File: src/rtl/adc_echo_packer.sv
// adc_echo_packer
//   Frames the ADC sample stream into echoes and scans, packs two samples per
//   bus word and presents the words on a valid/ready interface. The ADC cannot
//   be stalled, so a word that finds the output register occupied is dropped
//   and OVERFLOW is raised.
// Ports
//   ADC_CLK, RESET          : clock, synchronous active-high reset
//   ARM                     : start/restart a scan, latches SAMPLES_PER_ECHO/ECHO_PER_SCAN
//   DIN, DIN_VALID          : sample stream
//   DOUT, DOUT_VALID/READY  : packed word {second, first} with handshake
//   DOUT_EOE, DOUT_EOS      : last word of echo / of scan
//   BUSY, SCAN_DONE         : scan in progress, one-cycle completion pulse
//   OVERFLOW, WORD_CNT      : sticky word-lost flag, accepted word count
module adc_echo_packer #(
  parameter int unsigned ADC_DATA_WIDTH = 16,
  parameter int unsigned DATABUS_WIDTH  = 32,
  parameter int unsigned CNT_WIDTH      = 32
) (
  input  logic                      ADC_CLK,
  input  logic                      RESET,
  input  logic                      ARM,
  input  logic [CNT_WIDTH-1:0]      SAMPLES_PER_ECHO,
  input  logic [CNT_WIDTH-1:0]      ECHO_PER_SCAN,
  input  logic [ADC_DATA_WIDTH-1:0] DIN,
  input  logic                      DIN_VALID,
  output logic [DATABUS_WIDTH-1:0]  DOUT,
  output logic                      DOUT_VALID,
  input  logic                      DOUT_READY,
  output logic                      DOUT_EOE,
  output logic                      DOUT_EOS,
  output logic                      BUSY,
  output logic                      SCAN_DONE,
  output logic                      OVERFLOW,
  output logic [CNT_WIDTH-1:0]      WORD_CNT
);

  typedef enum logic [2:0] {StIdle, StLo, StHi, StDrain, StDone} state_e;

  state_e r_state, w_state_next;

  logic [CNT_WIDTH-1:0]      r_spe, r_eps;
  logic [CNT_WIDTH-1:0]      r_samp_cnt, r_echo_cnt, r_word_cnt;
  logic [ADC_DATA_WIDTH-1:0] r_lo;
  logic [DATABUS_WIDTH-1:0]  r_dout;
  logic                      r_dout_valid, r_dout_eoe, r_dout_eos;
  logic                      r_overflow, r_scan_done;
  // Zero-length scan: keeps BUSY up for one cycle before SCAN_DONE.
  logic                      r_zero_pend;

  logic                      w_cfg_zero, w_take, w_last_samp, w_last_echo;
  logic                      w_complete, w_eos, w_accept, w_can_load, w_load, w_drop;
  logic [DATABUS_WIDTH-1:0]  w_word;

  assign w_cfg_zero  = (SAMPLES_PER_ECHO == '0) || (ECHO_PER_SCAN == '0);
  assign w_take      = DIN_VALID && !ARM && ((r_state == StLo) || (r_state == StHi));
  assign w_last_samp = ((r_samp_cnt + CNT_WIDTH'(1)) == r_spe);
  assign w_last_echo = ((r_echo_cnt + CNT_WIDTH'(1)) == r_eps);
  // A word completes on every second sample, or early on an odd echo's last sample.
  assign w_complete  = w_take && ((r_state == StHi) || w_last_samp);
  assign w_eos       = w_complete && w_last_samp && w_last_echo;
  assign w_accept    = r_dout_valid && DOUT_READY;
  assign w_can_load  = !r_dout_valid || DOUT_READY;
  assign w_load      = w_complete && w_can_load;
  assign w_drop      = w_complete && !w_can_load;
  assign w_word      = (r_state == StHi) ? {DIN, r_lo} : {{ADC_DATA_WIDTH{1'b0}}, DIN};

  // State register
  always_ff @(posedge ADC_CLK) begin
    if (RESET) begin
      r_state <= StIdle;
    end else begin
      r_state <= w_state_next;
    end
  end

  // Next-state logic
  always_comb begin
    w_state_next = r_state;
    if (ARM) begin
      w_state_next = w_cfg_zero ? StDone : StLo;
    end else begin
      unique case (r_state)
        StLo, StHi: begin
          if (w_take) begin
            if (w_last_samp && w_last_echo) begin
              // A dropped final word has nothing left to drain.
              w_state_next = w_can_load ? StDrain : StDone;
            end else if (r_state == StHi || w_last_samp) begin
              w_state_next = StLo;
            end else begin
              w_state_next = StHi;
            end
          end
        end
        StDrain: begin
          if (w_accept) w_state_next = StDone;
        end
        default: w_state_next = r_state;
      endcase
    end
  end

  // Outputs
  always_comb begin
    DOUT       = r_dout;
    DOUT_VALID = r_dout_valid;
    DOUT_EOE   = r_dout_eoe;
    DOUT_EOS   = r_dout_eos;
    OVERFLOW   = r_overflow;
    WORD_CNT   = r_word_cnt;
    SCAN_DONE  = r_scan_done;
    BUSY       = r_zero_pend || (r_state == StLo) || (r_state == StHi) ||
                 (r_state == StDrain);
  end

  // Datapath, counters and flags
  always_ff @(posedge ADC_CLK) begin
    if (RESET) begin
      r_spe        <= '0;
      r_eps        <= '0;
      r_samp_cnt   <= '0;
      r_echo_cnt   <= '0;
      r_word_cnt   <= '0;
      r_lo         <= '0;
      r_dout       <= '0;
      r_dout_valid <= 1'b0;
      r_dout_eoe   <= 1'b0;
      r_dout_eos   <= 1'b0;
      r_overflow   <= 1'b0;
      r_scan_done  <= 1'b0;
      r_zero_pend  <= 1'b0;
    end else if (ARM) begin
      r_spe        <= SAMPLES_PER_ECHO;
      r_eps        <= ECHO_PER_SCAN;
      r_samp_cnt   <= '0;
      r_echo_cnt   <= '0;
      r_word_cnt   <= '0;
      r_overflow   <= 1'b0;
      r_dout_valid <= 1'b0;
      r_scan_done  <= 1'b0;
      r_zero_pend  <= w_cfg_zero;
    end else begin
      r_zero_pend <= 1'b0;
      r_scan_done <= r_zero_pend || ((r_state == StDrain) && w_accept) || (w_drop && w_eos);

      if (w_accept) begin
        r_word_cnt   <= r_word_cnt + CNT_WIDTH'(1);
        r_dout_valid <= 1'b0;
      end

      if (w_take) begin
        if ((r_state == StLo) && !w_last_samp) r_lo <= DIN;
        // Echo boundary: next echo starts word-aligned.
        if (w_last_samp) begin
          r_samp_cnt <= '0;
          r_echo_cnt <= r_echo_cnt + CNT_WIDTH'(1);
        end else begin
          r_samp_cnt <= r_samp_cnt + CNT_WIDTH'(1);
        end
      end

      if (w_load) begin
        r_dout       <= w_word;
        r_dout_eoe   <= w_last_samp;
        r_dout_eos   <= w_eos;
        r_dout_valid <= 1'b1;
      end

      if (w_drop) r_overflow <= 1'b1;
    end
  end

endmodule

File: config.mk
export PLATFORM = sky130hd
export DESIGN_NAME = adc_echo_packer
export DESIGN_NICKNAME = d
export VERILOG_FILES = /design/src/rtl/adc_echo_packer.sv
export SDC_FILE = /design/constraint.sdc
export NUM_CORES = 1
export LEC_CHECK = 0
export CAP_MARGIN = 10
export CORE_MARGIN = 2
export CORE_UTILIZATION = 51
export CTS_CLUSTER_DIAMETER = 120
export CTS_CLUSTER_SIZE = 40
export DETAILED_ROUTE_END_ITERATION = 10
export PLACE_DENSITY = 0.78
export REMOVE_ABC_BUFFERS = 1
export SKIP_LAST_GASP = 1
export SYNTH_ARGS = -nofsm -noshare
export SYNTH_HDL_FRONTEND = slang
export SYNTH_SLANG_ARGS = --single-unit
File: constraint.sdc
create_clock -name ADC_CLK -period 3.9 [get_ports ADC_CLK]
set_input_delay 0.585 -clock ADC_CLK [delete_from_list [all_inputs] [get_ports ADC_CLK]]
set_output_delay 0.585 -clock ADC_CLK [all_outputs]
set_load 0.03 [all_outputs]
After elaboration in Yosys (flattened, before gate mapping)

Index checks and enable logic that the tools add are counted.
W data, S select, Z words.

Register bits: 217
Input bits: 85
Output and inout bits: 70
Word-level logic and storage cells: 73

Add/subtract/negate cells: 3
Equality and inequality tests: 7
Multiplexer cells: 12
Bitwise gates (word level): 1
Reduce and logical (&&, ||, !) cells: 36

Operator list:

| cell                    | count |
|---|---|
| $add A32 B1 Y32 const B | 3 |
| $eq A32 B32 Y1          | 2 |
| $logic_not A32 Y1       | 2 |
| $mux W32                | 2 |
| $mux W3                 | 6 |
| $logic_and A1 B1 Y1     | 12 |
| $logic_or A1 B1 Y1      | 9 |
| $eq A3 B2 Y1 const B    | 2 |
| $ne A3 B3 Y1 const B    | 2 |
| $pmux W3 S2             | 1 |
| $reduce_and A3 Y1       | 2 |
| $reduce_or A2 Y1        | 3 |
| $logic_not A1 Y1        | 4 |
| $reduce_and A2 Y1       | 2 |
| $eq A3 B1 Y1 const B    | 1 |
| $reduce_bool A3 Y1      | 1 |
| $mux W1                 | 2 |
| $mux W2                 | 1 |
| $reduce_bool A2 Y1      | 1 |
| $not A1 Y1              | 1 |

Logic depth before layout (Yosys ltp)

Gate-level depths: netlist (run 1).

Word-level depth: 8
Mapped depth: 14
Mapped depth without buffers: 11

Worst setup path before layout (run 1)

OpenSTA, ideal clock, no wires.

Kind: reg-to-reg
From: register r_samp_cnt[0]
To: register r_lo[10]
Library setup time: 0.128 ns
Arrival time: 3.601 ns
Required time: 3.772 ns
Slack: 0.171 ns
Stages on the path, launching flop included: 13
Buffers on the path: 1
Clock period less this slack: 3.729 ns
Cell sequence: dfxtp_1 ha_1 nand3_1 or4_1 nor3_1 mux2_2 a2111oi_0 nand3_1 or4_4 nand4_4 buf_12 mux2i_1 nor2_1

Word-level cells in the longest chain between the ends: 5

Ends and longest elaborated chain:

| item                               | line | text |
|---|---|---|
| from (decl)                        | 42   | `logic [CNT_WIDTH-1:0] r_samp_cnt, r_echo_cnt, r_word_cnt;` |
| from (signal assigned)             | 158  | `r_samp_cnt <= r_samp_cnt + CNT_WIDTH'(1);` |
| $add A32 B1 Y32                    | 56   | `assign w_last_samp = ((r_samp_cnt + CNT_WIDTH'(1)) == r_spe);` |
| $eq A32 B32 Y1                     | 56   |  |
| $logic_not A1 Y1                   | 152  | `if ((r_state == StLo) && !w_last_samp) r_lo <= DIN;` |
| $logic_and A1 B1 Y1                | 152  |  |
| $reduce_and A3 Y1 (no source line) | -    |  |
| to (signal assigned)               | 124  | `r_lo <= '0;` |
| to (signal assigned)               | 152  |  |
| to (decl)                          | 43   | `logic [ADC_DATA_WIDTH-1:0] r_lo;` |

No other way between the ends.
A chain may end at the register's enable or synchronous reset.

Worst setup path after layout (run 1)

From: register r_samp_cnt[14]
To: register r_lo[0]

Same word-level chain as after synthesis.

==> results of run 1 <==
[power groups by stage]
stage / registers, mW / logic (mW) / clock network (mW)
after global routing: 2.31 / 0.460 / 1.25
after floorplan: 2.34 / 0.212 / 0
after detailed placement: 2.35 / 0.420 / 0
after CTS: 2.30 / 0.422 / 1.18
after global placement: 2.35 / 0.416 / 0
final: 2.30 / 0.425 / 1.15
[metrics by stage]
step | area (sq um) | power, mW | hold slack [ns]
6_report | 13980 | 3.876 | 0.4522
5_1_grt | 13980 | 4.018 | 0.4821
4_1_cts | 13920 | 3.907 | 0.4485
3_5_place_dp | 13670 | 2.770 | 0.4434
3_3_place_gp | 13670 | 2.766 | 0.4385
2_1_floorplan | 11380 | 2.549 | 0.4255
[cell families (layout without fill, tap and decap cells)]
logic type / count (synthesis) / in the layout / synth area share
flops: 217 / 217 / 0.3679
compound gates: 217 / 217 / 0.1181
simple gates: 663 / 663 / 0.2904
xor+xnor: 142 / 142 / 0.1053
fa+ha+maj: 4 / 4 / 0.004027
buf+inv: 109 / 228 / 0.04026
mux: 87 / 87 / 0.07396
[path summary, 6_finish.rpt]
kind,start,endpoint,slack [ns],depth (start not counted)
setup reg to reg,r_samp_cnt[14],r_lo[0],0.21,11
setup / recovery,r_samp_cnt[14],r_lo[0],0.21,11
hold reg to reg,r_lo[9],DOUT[9],0.45,2
hold / removal,r_lo[9],DOUT[9],0.45,2
[area by class of cell]
cell class / count / area, sq um / area share
flip-flops and latches: 217 / 4350 / 0.3113
clock inverters: 3 / 31.28 / 0.002238
well taps: 285 / 356.6 / 0.02551
inverters: 13 / 48.80 / 0.003491
multi-input cells: 1113 / 7023 / 0.5025
repair buffers: 203 / 1942 / 0.1389
clock buffers: 9 / 225.2 / 0.01611
[layout by cell type (no fill, tap or decap), drive strengths merged, types with 5 or more instances in the layout]
cell,instances
nand2,130
clkdlybuf4s50,152
nand4,59
and3,26
o21ai,38
nand3,74
xnor2,61
o211ai,5
mux2i,85
a2111oi,6
or4,15
nand2b,9
a211oi,5
and4,9
dfxtp,217
nor4,38
buf,51
or2,5
and2,13
nor3b,6
o21a,9
nor2,192
a31oi,6
nor2b,13
inv,13
a21o,7
a32oi,16
xor2,81
or3,28
clkbuf,9
a21oi,87
nor3,30
[metal layers]
| layer | part of all wire | vias to the layer above | track usage |
|---|---|---|---|
| met4 | 0.023 | 0 | 0.06335 |
| met2 | 0.48 | 344 | 0.4555 |
| li1 | - | 5351 | - |
| met5 | 0 | - | 0 |
| met1 | 0.44 | 5153 | 0.3512 |
| met3 | 0.055 | 49 | 0.02694 |
[critical path, stage by stage, from the launching register on]
cell	delay, ns
sky130_fd_sc_hd__dfxtp_1	0.49
sky130_fd_sc_hd__nand3_1	0.25
sky130_fd_sc_hd__or2_2	0.48
sky130_fd_sc_hd__nor4_2	0.39
sky130_fd_sc_hd__xnor2_1	0.19
sky130_fd_sc_hd__o2111ai_1	0.25
sky130_fd_sc_hd__or3_1	0.44
sky130_fd_sc_hd__or4_4	0.48
sky130_fd_sc_hd__nand4_4	0.13
sky130_fd_sc_hd__buf_12	0.17
sky130_fd_sc_hd__mux2i_1	0.21
sky130_fd_sc_hd__nor2_1	0.05
[timing repair]
item,4_1_cts,5_1_grt
hold buffers,0,0
buffers inserted,0,1
resized for setup,0,11
setup endpoints to repair,0,68
[flip-flops by register name, indices dropped and copies added (netlist names), 3 cells and up]
| signal | count |
|---|---|
| DOUT | 32 |
| r_lo | 16 |
| r_spe | 32 |
| r_eps | 32 |
| r_samp_cnt | 32 |
| r_echo_cnt | 32 |
| WORD_CNT | 32 |
| r_state | 3 |
==> qor.txt, run 1 <==
OUTCOME
----------------------------------------------------------------------------------
Status                                                                complete, no violations

SYNTH
----------------------------------------------------------------------------------
Leading register cell type out of synthesis                           sky130_fd_sc_hd__dfxtp_1
Cell with the most instances after synthesis                          sky130_fd_sc_hd__dfxtp_1
Number of enable flip-flop cells after synthesis                                 0
Yosys synthesis warning count                                                    0
Post-synthesis cell count                                                    1,439
Per-instance average area after synthesis                              8.206 sq um
Leading cell types by total area after synthesis                      sky130_fd_sc_hd__dfxtp_1, sky130_fd_sc_hd__mux2i_1, sky130_fd_sc_hd__nor2_1, sky130_fd_sc_hd__xor2_1, sky130_fd_sc_hd__xnor2_1
Share of the synthesized area in the top cell type                          0.3679
Leading cell types by count after synthesis                           sky130_fd_sc_hd__dfxtp_1, sky130_fd_sc_hd__nor2_1, sky130_fd_sc_hd__nand2_1
Cell Area, Synth                                                      11,810 sq um
Share of flip-flops with an asynchronous set or reset                            0
Yosys cell types                                                                83
Sequential-to-total area share from yosys stat                              0.3679
Count of state elements after synthesis                                        217
Post-synthesis cell type with the largest combined area               sky130_fd_sc_hd__dfxtp_1

SETUP PATH
----------------------------------------------------------------------------------
Data required time of the critical path                                    4.26 ns
Type of element capturing the critical path                              flip-flop
Critical path start-end classification                                flip-flop to flip-flop
Crit path max fanout                                                            16
Data arrival at the endpoint of the critical path                          4.05 ns
Type of origin of the critical path                                      flip-flop

CLOCK TREE
----------------------------------------------------------------------------------
Clk buf depth                                                                    3
Number of clock sinks                                                          217
Clock tree from TritonCTS                                                      yes
Root buffer cell                                                      sky130_fd_sc_hd__clkbuf_16
Reg clk slew, reported paths                                               0.14 ns
Skew-Pair Late Insertion Delay                                             0.49 ns
Depth of the CTS H-tree                                                          1
Total clock buffers created by CTS                                               9

POWER AND IR DROP
----------------------------------------------------------------------------------
Power spent charging and discharging nets                                0.9714 mW
Sequential power share                                                       0.594
Portion of total power attributed to the clock network                       0.296
Maximum VDD drop                                                       0.0003076 V
Relative contribution of combinational cells to total power                  0.110
Static Leak                                                               4.936 nW
Cell internal pwr                                                         2.905 mW
Switching share of total power                                              0.2506
Power density normalized to cell area                                 277.3 nW/um^2

TIMING
----------------------------------------------------------------------------------
Unrepaired setup endpoints after global routing                                 no
Period utilization                                                          0.9467
Final worst-path setup slack                                             0.2079 ns
Final setup viols                                                                0
Worst Tran Pin Value                                                     0.9172 ns
Slew Limit Headroom                                                         0.3839
Final Critical Period                                                     3.692 ns
Setup_tns                                                                     0 ns
Achievable clock frequency                                               270.9 MHz
Worst clock skew on the final layout                                    0.02081 ns
Final hold violations                                                            0
Max Slew Vio Count                                                               0

PLACEMENT
----------------------------------------------------------------------------------
Total placed cells including tap cells                                       1,830
Final weighted congestion in routability-driven placement                   0.9984
Worst slack, placed                                                      0.1238 ns
Post-DP HPWL                                                             24,120 um
Number of port buffers                                                         154

DETAILED ROUTING
----------------------------------------------------------------------------------
DRC violations left                                                              0
Vias per inst                                                                5.913
Total via count after detailed routing                                      10,900
Detailed-route wire length per cell                                       17.79 um
First-pass detailed-route iteration total                                        5
DR iter-0 viols                                                                786
Remaining number of nets flagged by the antenna check after routing              0
Overall routed net length                                                32,780 um

FLOORPLANNING
----------------------------------------------------------------------------------
Boundary pin count                                                             155
Core box area                                                         22,710 sq um
Effective utilization at floorplan                                          0.5200
Die area                                                              24,390 sq um
Floorplan die width                                                       156.2 um
DIE HEIGHT                                                                156.2 um
Rows                                                                            55

CELLS AND AREA
----------------------------------------------------------------------------------
Diode insertion count for antenna repair                                         0
Util after Layout                                                           0.6155
Synthesis-to-layout area growth                                             18.36%
Number of fill cells                                                         1,998
Number of nets in the final layout                                           1,645
Layout cell share with drive strength beyond 1                             0.06418
Number of cells in the finished layout apart from fillers                    1,843

GRT
----------------------------------------------------------------------------------
Via count of the first global-routing pass                                  10,040
Residual overflow from global routing                                            0
Overall track demand over capacity in global routing                        0.2624
Wire length of the first global-routing pass                             52,460 um
Antenna violations before repair                                                 0
Pin count of the biggest net entering global routing                            79

MIN PATH
----------------------------------------------------------------------------------
Hold Path Class                                                       flip-flop to flip-flop

RUN
----------------------------------------------------------------------------------
Max-cap check violation count                                                    0

(Power assumes the default switching activity.)
==> run 2, diff against run 1 <==
Settings changed: CORE_UTILIZATION 51 to 40, CTS_CLUSTER_SIZE 40 to unset, GPL_TIMING_DRIVEN set to 0, PLACE_DENSITY 0.78 to unset.
==> run 2 against run 1 <==
Against the previous run: largest power group unchanged; via count fell by 0.10%; die area grew 27%; first-iteration DRC count decreased by 16%.
==> qor.txt, run 2 (synthesis gave the netlist of run 1 again) <==
OUTCOME
----------------------------------------------------------------------------------
Status                                                                complete, no violations

SETUP PATH
----------------------------------------------------------------------------------
Cells along the critical path                                         and4_2 > nand4_1 > or4_4 > a21oi_4 > nand3_1 > or3_1 > or4_4 > nand4_4 > buf_12 > mux2i_1 > nor2_1
Type of element capturing the critical path                              flip-flop
Largest delay share family, worst path                                simple AND/OR/NAND/NOR gates
Worst setup path startpoint                                           r_samp_cnt[3]
Internal reg-to-reg setup slack                                            0.16 ns   -0.05 ns
Reg2reg end                                                                r_lo[8]
Cell with the most instances on the worst path                        sky130_fd_sc_hd__or4_4
Highest cell delay on the worst timing path                                0.63 ns   +0.14 ns
Crit path max fanout                                                             9   -7
Critical path start-end classification                                flip-flop to flip-flop
Worst r2r path cells                                                            11   unchanged
Stages on the worst setup path                                                  11   unchanged
Setup crit end                                                             r_lo[8]
Startpoint of the worst register-to-register path                     r_samp_cnt[3]
CP max stage cell                                                     sky130_fd_sc_hd__or4_4
Data arrival at the endpoint of the critical path                          4.15 ns   +0.10 ns
Data required time of the critical path                                    4.30 ns   +0.04 ns
Type of origin of the critical path                                      flip-flop
Buffers and inverters on the worst path                                          1   unchanged

CELLS AND AREA
----------------------------------------------------------------------------------
Number of cells in the finished layout apart from fillers                    1,938   +5.2%
Leading cell type in the layout, fill and taps excluded               sky130_fd_sc_hd__dfxtp_1
Layout cell share with drive strength beyond 1                             0.07079   +0.006600
Synthesis-to-layout area growth                                             23.90%
Commonest cells after routing, fill and taps aside                    sky130_fd_sc_hd__dfxtp_1, sky130_fd_sc_hd__nor2_1, sky130_fd_sc_hd__clkdlybuf4s50_1
Number of nets in the final layout                                           1,625   -1.2%
Util after Layout                                                           0.5070   -0.1085
Diode insertion count for antenna repair                                         0   unchanged

TIMING
----------------------------------------------------------------------------------
Worst clock skew on the final layout                                    0.02543 ns   +0.004613 ns
Period utilization                                                          0.9599   +0.01317
Worst Tran Pin Value                                                      1.110 ns   +0.1927 ns
Max Slew Vio Count                                                               0   unchanged
Final hold violations                                                            0   unchanged
Unrepaired setup endpoints after global routing                                 no
Slew Limit Headroom                                                         0.2601   -0.1237
Final setup viols                                                                0   unchanged
Achievable clock frequency                                               267.1 MHz   -1.4%
Final Critical Period                                                     3.743 ns   +0.05138 ns

PLACEMENT
----------------------------------------------------------------------------------
Final weighted congestion in routability-driven placement                   0.9145   -8.4%
Total placed cells including tap cells                                       1,888   +3.2%
Post-DP HPWL                                                             24,530 um   +1.7%
Number of port buffers                                                         154   unchanged

CLOCK TREE
----------------------------------------------------------------------------------
Clk buf depth                                                                    3   unchanged
Root buffer cell                                                      sky130_fd_sc_hd__clkbuf_16
Number of clock sinks                                                          217   unchanged
Total clock buffers created by CTS                                              25   +16
Clock tree from TritonCTS                                                      yes
Reg clk slew, reported paths                                               0.06 ns   -0.08 ns
Skew-Pair Late Insertion Delay                                             0.54 ns   +0.05 ns
Depth of the CTS H-tree                                                          1   unchanged
Post-CTS Hold Fix Bufs                                                           0   unchanged

GRT
----------------------------------------------------------------------------------
Pin count of the biggest net entering global routing                            76   -3.8%
Via count of the first global-routing pass                                  10,380   +3.4%
Wire length of the first global-routing pass                             55,370 um   +5.6%
Residual overflow from global routing                                            0   unchanged
Overall track demand over capacity in global routing                        0.2184   -0.04397
Antenna violations before repair                                                 0   unchanged

FLOORPLANNING
----------------------------------------------------------------------------------
DIE HEIGHT                                                                175.8 um   +13%
Boundary pin count                                                             155   unchanged
Die area                                                              30,910 sq um   +27%
Effective utilization at floorplan                                          0.4092   -0.1108
Core box area                                                         28,860 sq um   +27%
Rows                                                                            62   +13%
Floorplan die width                                                       175.8 um   +13%

POWER AND IR DROP
----------------------------------------------------------------------------------
Total power consumption of the routed design                              5.043 mW   +30%
Power density normalized to cell area                                 344.7 nW/um^2   +24%
Maximum VDD drop                                                       0.0002768 V   -10%
Static Leak                                                               5.123 nW   +3.8%

RUN
----------------------------------------------------------------------------------
Max-cap check violation count                                                    0   unchanged

DETAILED ROUTING
----------------------------------------------------------------------------------
First-pass detailed-route iteration total                                        5   unchanged
Routed met3 length                                                         1612 um   -11%
Vias per inst                                                                5.617   -5.0%
Top metal layer carrying routed signals                                       met4
DR iter-0 viols                                                                659   -16%
Total via count after detailed routing                                      10,890   -0.10%
DRC violations left                                                              0   unchanged
Remaining number of nets flagged by the antenna check after routing              0   unchanged
Overall routed net length                                                34,720 um   +5.9%
Detailed-route wire length per cell                                       17.91 um   +0.71%
Met2 Wirelength                                                          16,740 um   +6.2%
Metal1 wirelength                                                        15,370 um   +6.5%

MIN PATH
----------------------------------------------------------------------------------
Hold Path Class                                                       flip-flop to flip-flop

run 2: metal layers:
layer,vias up,GRT usage
met3,60,0.02944
met1,5196,0.2845
met4,0,0.06405
li1,5349,-
met2,281,0.3765
met5,-,0
run 2: worst min-delay path by stage:
stage	start	slack, ns	cells past startpoint	to
2_1_floorplan	r_lo[0]	0.43	2	DOUT[0]
3_3_place_gp	r_lo[12]	0.43	2	DOUT[12]
3_5_place_dp	r_lo[14]	0.45	2	DOUT[14]
4_1_cts	r_lo[10]	0.46	2	DOUT[10]
5_1_grt	r_lo[12]	0.47	2	DOUT[12]
6_report	r_lo[1]	0.45	2	DOUT[1]
run 2: cell type report:
type / instances / area, sq um
repair buffers: 166 / 1775
clock inverters: 6 / 62.56
well taps: 384 / 480.5
multi-input cells: 1114 / 7169
clock buffers: 38 / 744.5
flip-flops and latches: 217 / 4350
fillers: 2810 / 14230
inverters: 13 / 48.80
run 2: through the flow:
step | setup slack, ns | hold WS [ns] | area, sq um | TNS (ns)
6_report | 0.1565 | 0.4522 | 14630 | 0
5_1_grt | 0.03840 | 0.4686 | 14630 | 0
4_1_cts | 0.02401 | 0.4566 | 14510 | 0
3_5_place_dp | -1.152 | 0.4479 | 13570 | -74.50
3_3_place_gp | -4.419 | 0.4346 | 13400 | -584.86
2_1_floorplan | 0.1110 | 0.4255 | 11380 | 0
run 2: tightest hold or removal path: stages, from the launching register on:
cell	delay, ns
sky130_fd_sc_hd__dfxtp_1	0.31
sky130_fd_sc_hd__nand2_1	0.05
sky130_fd_sc_hd__a21oi_1	0.05
run 2: timing repair:
action                     in CTS  in global routing
cloned                          0                  1
setup buffers                   3                  2
resized for setup              20                 24
pin swaps                       2                  3
setup endpoints to repair     119                112
run 2: power breakdown:
group	internal, mW	switching (mW)	leakage (nW)
Clock	1.37	0.927	0.400
Sequential	2.26	0.0435	1.76
Combinational	0.213	0.224	2.96
Total	3.85	1.19	5.12
==> run 3, diff against run 2 <==
Settings changed: RECOVER_POWER set to 100.
==> run 3 against run 2 <==
Against the previous run: total power is essentially flat; cell count is the same; clock power is essentially flat; sequential power is essentially flat; hold slack is essentially flat; non-clock buffer count is the same; clock skew shrank 0.0014 ns; critical path depth is the same; count of clock-buffer cells in the layout is the same; flip-flop and latch count is the same; design area is essentially flat; largest power group unchanged; highest routed layer unchanged.
==> qor.txt, run 3 (synthesis gave the netlist of run 1 again) <==
SETUP PATH
----------------------------------------------------------------------------------
Data required time of the critical path                                    4.30 ns   about the same
Internal reg-to-reg setup slack                                            0.16 ns   about the same
Startpoint of the worst register-to-register path                     r_samp_cnt[3]
CP max stage cell                                                     sky130_fd_sc_hd__or4_4
Cell with the most instances on the worst path                        sky130_fd_sc_hd__or4_4
Cells along the critical path                                         and4_2 > nand4_1 > or4_4 > a21oi_4 > nand3_1 > or3_1 > or4_4 > nand4_4 > buf_12 > mux2i_1 > nor2_1
Type of origin of the critical path                                      flip-flop
Critical path start-end classification                                flip-flop to flip-flop
Highest cell delay on the worst timing path                                0.63 ns   about the same
Worst r2r path cells                                                            11   unchanged
Crit path max fanout                                                             9   unchanged
Worst setup path startpoint                                           r_samp_cnt[3]
Type of element capturing the critical path                              flip-flop
Reg2reg end                                                                r_lo[8]
Data arrival at the endpoint of the critical path                          4.14 ns   about the same

DETAILED ROUTING
----------------------------------------------------------------------------------
Remaining number of nets flagged by the antenna check after routing              0   unchanged
Vias per inst                                                                5.629   +0.21%
DR iter-0 viols                                                                660   +0.15%
Detailed-route wire length per cell                                       17.91 um   about the same
Overall routed net length                                                34,700 um   about the same
First-pass detailed-route iteration total                                        5   unchanged
DRC violations left                                                              0   unchanged
Total via count after detailed routing                                      10,910   +0.21%

CLOCK TREE
----------------------------------------------------------------------------------
Total clock buffers created by CTS                                              25   unchanged
Clk buf depth                                                                    3   unchanged
Clock tree from TritonCTS                                                      yes
Depth of the CTS H-tree                                                          1   unchanged
Number of clock sinks                                                          217   unchanged
Reg clk slew, reported paths                                               0.06 ns   about the same
Post-CTS Hold Fix Bufs                                                           0   unchanged
Root buffer cell                                                      sky130_fd_sc_hd__clkbuf_16
Skew-Pair Late Insertion Delay                                             0.54 ns   about the same

CELLS AND AREA
----------------------------------------------------------------------------------
Leading cell type in the layout, fill and taps excluded               sky130_fd_sc_hd__dfxtp_1
Commonest cells after routing, fill and taps aside                    sky130_fd_sc_hd__dfxtp_1, sky130_fd_sc_hd__nor2_1, sky130_fd_sc_hd__nand2_1
Synthesis-to-layout area growth                                             23.87%   about the same
Diode insertion count for antenna repair                                         0   unchanged
Number of nets in the final layout                                           1,625   unchanged
Layout cell share with drive strength beyond 1                             0.07014   -0.0006435
Number of cells in the finished layout apart from fillers                    1,938   unchanged
Cell area after layout                                                14,630 sq um   about the same
Util after Layout                                                           0.5069   about the same

GRT
----------------------------------------------------------------------------------
Residual overflow from global routing                                            0   unchanged
Via count of the first global-routing pass                                  10,380   unchanged
Overall track demand over capacity in global routing                        0.2184   unchanged
Pin count of the biggest net entering global routing                            76   unchanged
Antenna violations before repair                                                 0   unchanged
Wire length of the first global-routing pass                             55,370 um   unchanged

POWER AND IR DROP
----------------------------------------------------------------------------------
Power spent charging and discharging nets                                 1.193 mW   -0.12%
Sequential power share                                                       0.457   about the same
Cell internal pwr                                                         3.848 mW   about the same
Power density normalized to cell area                                 344.6 nW/um^2   about the same
Relative contribution of combinational cells to total power                  0.087   about the same
Total power consumption of the routed design                              5.041 mW   about the same
Static Leak                                                               5.368 nW   +4.8%
Maximum VDD drop                                                       0.0002766 V   about the same
Switching share of total power                                              0.2366   about the same
Portion of total power attributed to the clock network                       0.456   about the same

TIMING
----------------------------------------------------------------------------------
Max Slew Vio Count                                                               0   unchanged
Unrepaired setup endpoints after global routing                                 no
Worst clock skew on the final layout                                    0.02399 ns   -0.001437 ns
Final setup viols                                                                0   unchanged
Final Critical Period                                                     3.741 ns   -0.002299 ns
Worst Tran Pin Value                                                      1.101 ns   -0.008837 ns
Final hold violations                                                            0   unchanged
Period utilization                                                          0.9593   about the same
Setup_tns                                                                     0 ns   unchanged
Achievable clock frequency                                               267.3 MHz   about the same
Slew Limit Headroom                                                         0.2660   +0.005891

RUN
----------------------------------------------------------------------------------
Max-cap check violation count                                                    0   unchanged

PLACEMENT
----------------------------------------------------------------------------------
Number of port buffers                                                         154   unchanged
Total placed cells including tap cells                                       1,888   unchanged
Post-DP HPWL                                                             24,530 um   unchanged
Final weighted congestion in routability-driven placement                   0.9145   unchanged
Post-Place Cell Area                                                  13,570 sq um   unchanged

MIN PATH
----------------------------------------------------------------------------------
Hold Path Class                                                       flip-flop to flip-flop
Worst hold start                                                           r_lo[1]
Cell depth of the worst min-delay path                                           2   unchanged
Worst-case hold path end point                                             DOUT[1]

OUTCOME
----------------------------------------------------------------------------------
Status                                                                complete, no violations

FLOORPLANNING
----------------------------------------------------------------------------------
Floorplan die width                                                       175.8 um   unchanged
DIE HEIGHT                                                                175.8 um   unchanged
Die area                                                              30,910 sq um   unchanged
Effective utilization at floorplan                                          0.4092   unchanged
Core box area                                                         28,860 sq um   unchanged
Rows                                                                            62   unchanged
Boundary pin count                                                             155   unchanged

run 3: cell types whose count changed in the layout (fill, tap and decap cells not counted):
cell	before	now
sky130_fd_sc_hd__buf_4	4	3
sky130_fd_sc_hd__and2_2	2	1
sky130_fd_sc_hd__and2_0	0	3
sky130_fd_sc_hd__and2_1	11	9
sky130_fd_sc_hd__clkbuf_2	0	1
sky130_fd_sc_hd__clkdlybuf4s50_1	152	80
sky130_fd_sc_hd__dlygate4sd3_1	0	72
run 3: through the flow:
| stage | hold WS [ns] | setup WS [ns] |
|---|---|---|
| 3_3_place_gp | 0.4346 | -4.419 |
| 2_1_floorplan | 0.4255 | 0.1110 |
| 6_report | 0.4522 | 0.1588 |
| 5_1_grt | 0.4686 | 0.03840 |
| 4_1_cts | 0.4566 | 0.02401 |
| 3_5_place_dp | 0.4479 | -1.152 |
run 3: worst max-delay path, delay by kind of cell (launching register included):
kind / cells / cell delay (ns)
AND/OR/NAND/NOR: 8 / 2.53
flip-flops: 1 / 0.48
buffers and inverters: 1 / 0.15
multiplexers: 1 / 0.18
AO/OA/AOI/OAI: 1 / 0.26
run 3: repair_timing:
action | in CTS | in global routing
cloned | 0 | 1
resized for setup | 20 | 24
setup endpoints to repair | 119 | 112
pin swaps | 2 | 3
setup buffers | 3 | 2
run 3: area by class of cell:
class	count	area [sq um]
inverter	13	48.80
sequential	217	4350
multi-input combinational	1114	7168
fill	2811	14230
timing repair buffer	166	1773
tap	384	480.5
clock buffer	38	744.5
clock inverter	6	62.56
run 3: metal layers:
metal	global-route usage	wire [um]
met1	0.2845	15320
met2	0.3765	16720
met5	0	0
met4	0.06405	1030
met3	0.02944	1636
run 3: worst max path at each step:
stage,end,slack [ns],cells after the start
after global placement,DOUT[5],-4.42,5
final,r_lo[8],0.16,11
after floorplan,r_echo_cnt[28],0.11,11
after detailed placement,DOUT[16],-1.15,11
after CTS,r_samp_cnt[14],0.02,10
after global routing,r_lo[0],0.04,11
run 3: power by group through the flow:
| stage | clock, mW | sequential [mW] | combinational, mW |
|---|---|---|---|
| 5_1_grt | 2.44 | 2.31 | 0.476 |
| 3_5_place_dp | 0 | 2.35 | 0.426 |
| 3_3_place_gp | 0 | 2.35 | 0.428 |
| 4_1_cts | 2.37 | 2.30 | 0.433 |
| 2_1_floorplan | 0 | 2.34 | 0.212 |
| 6_report | 2.30 | 2.30 | 0.436 |
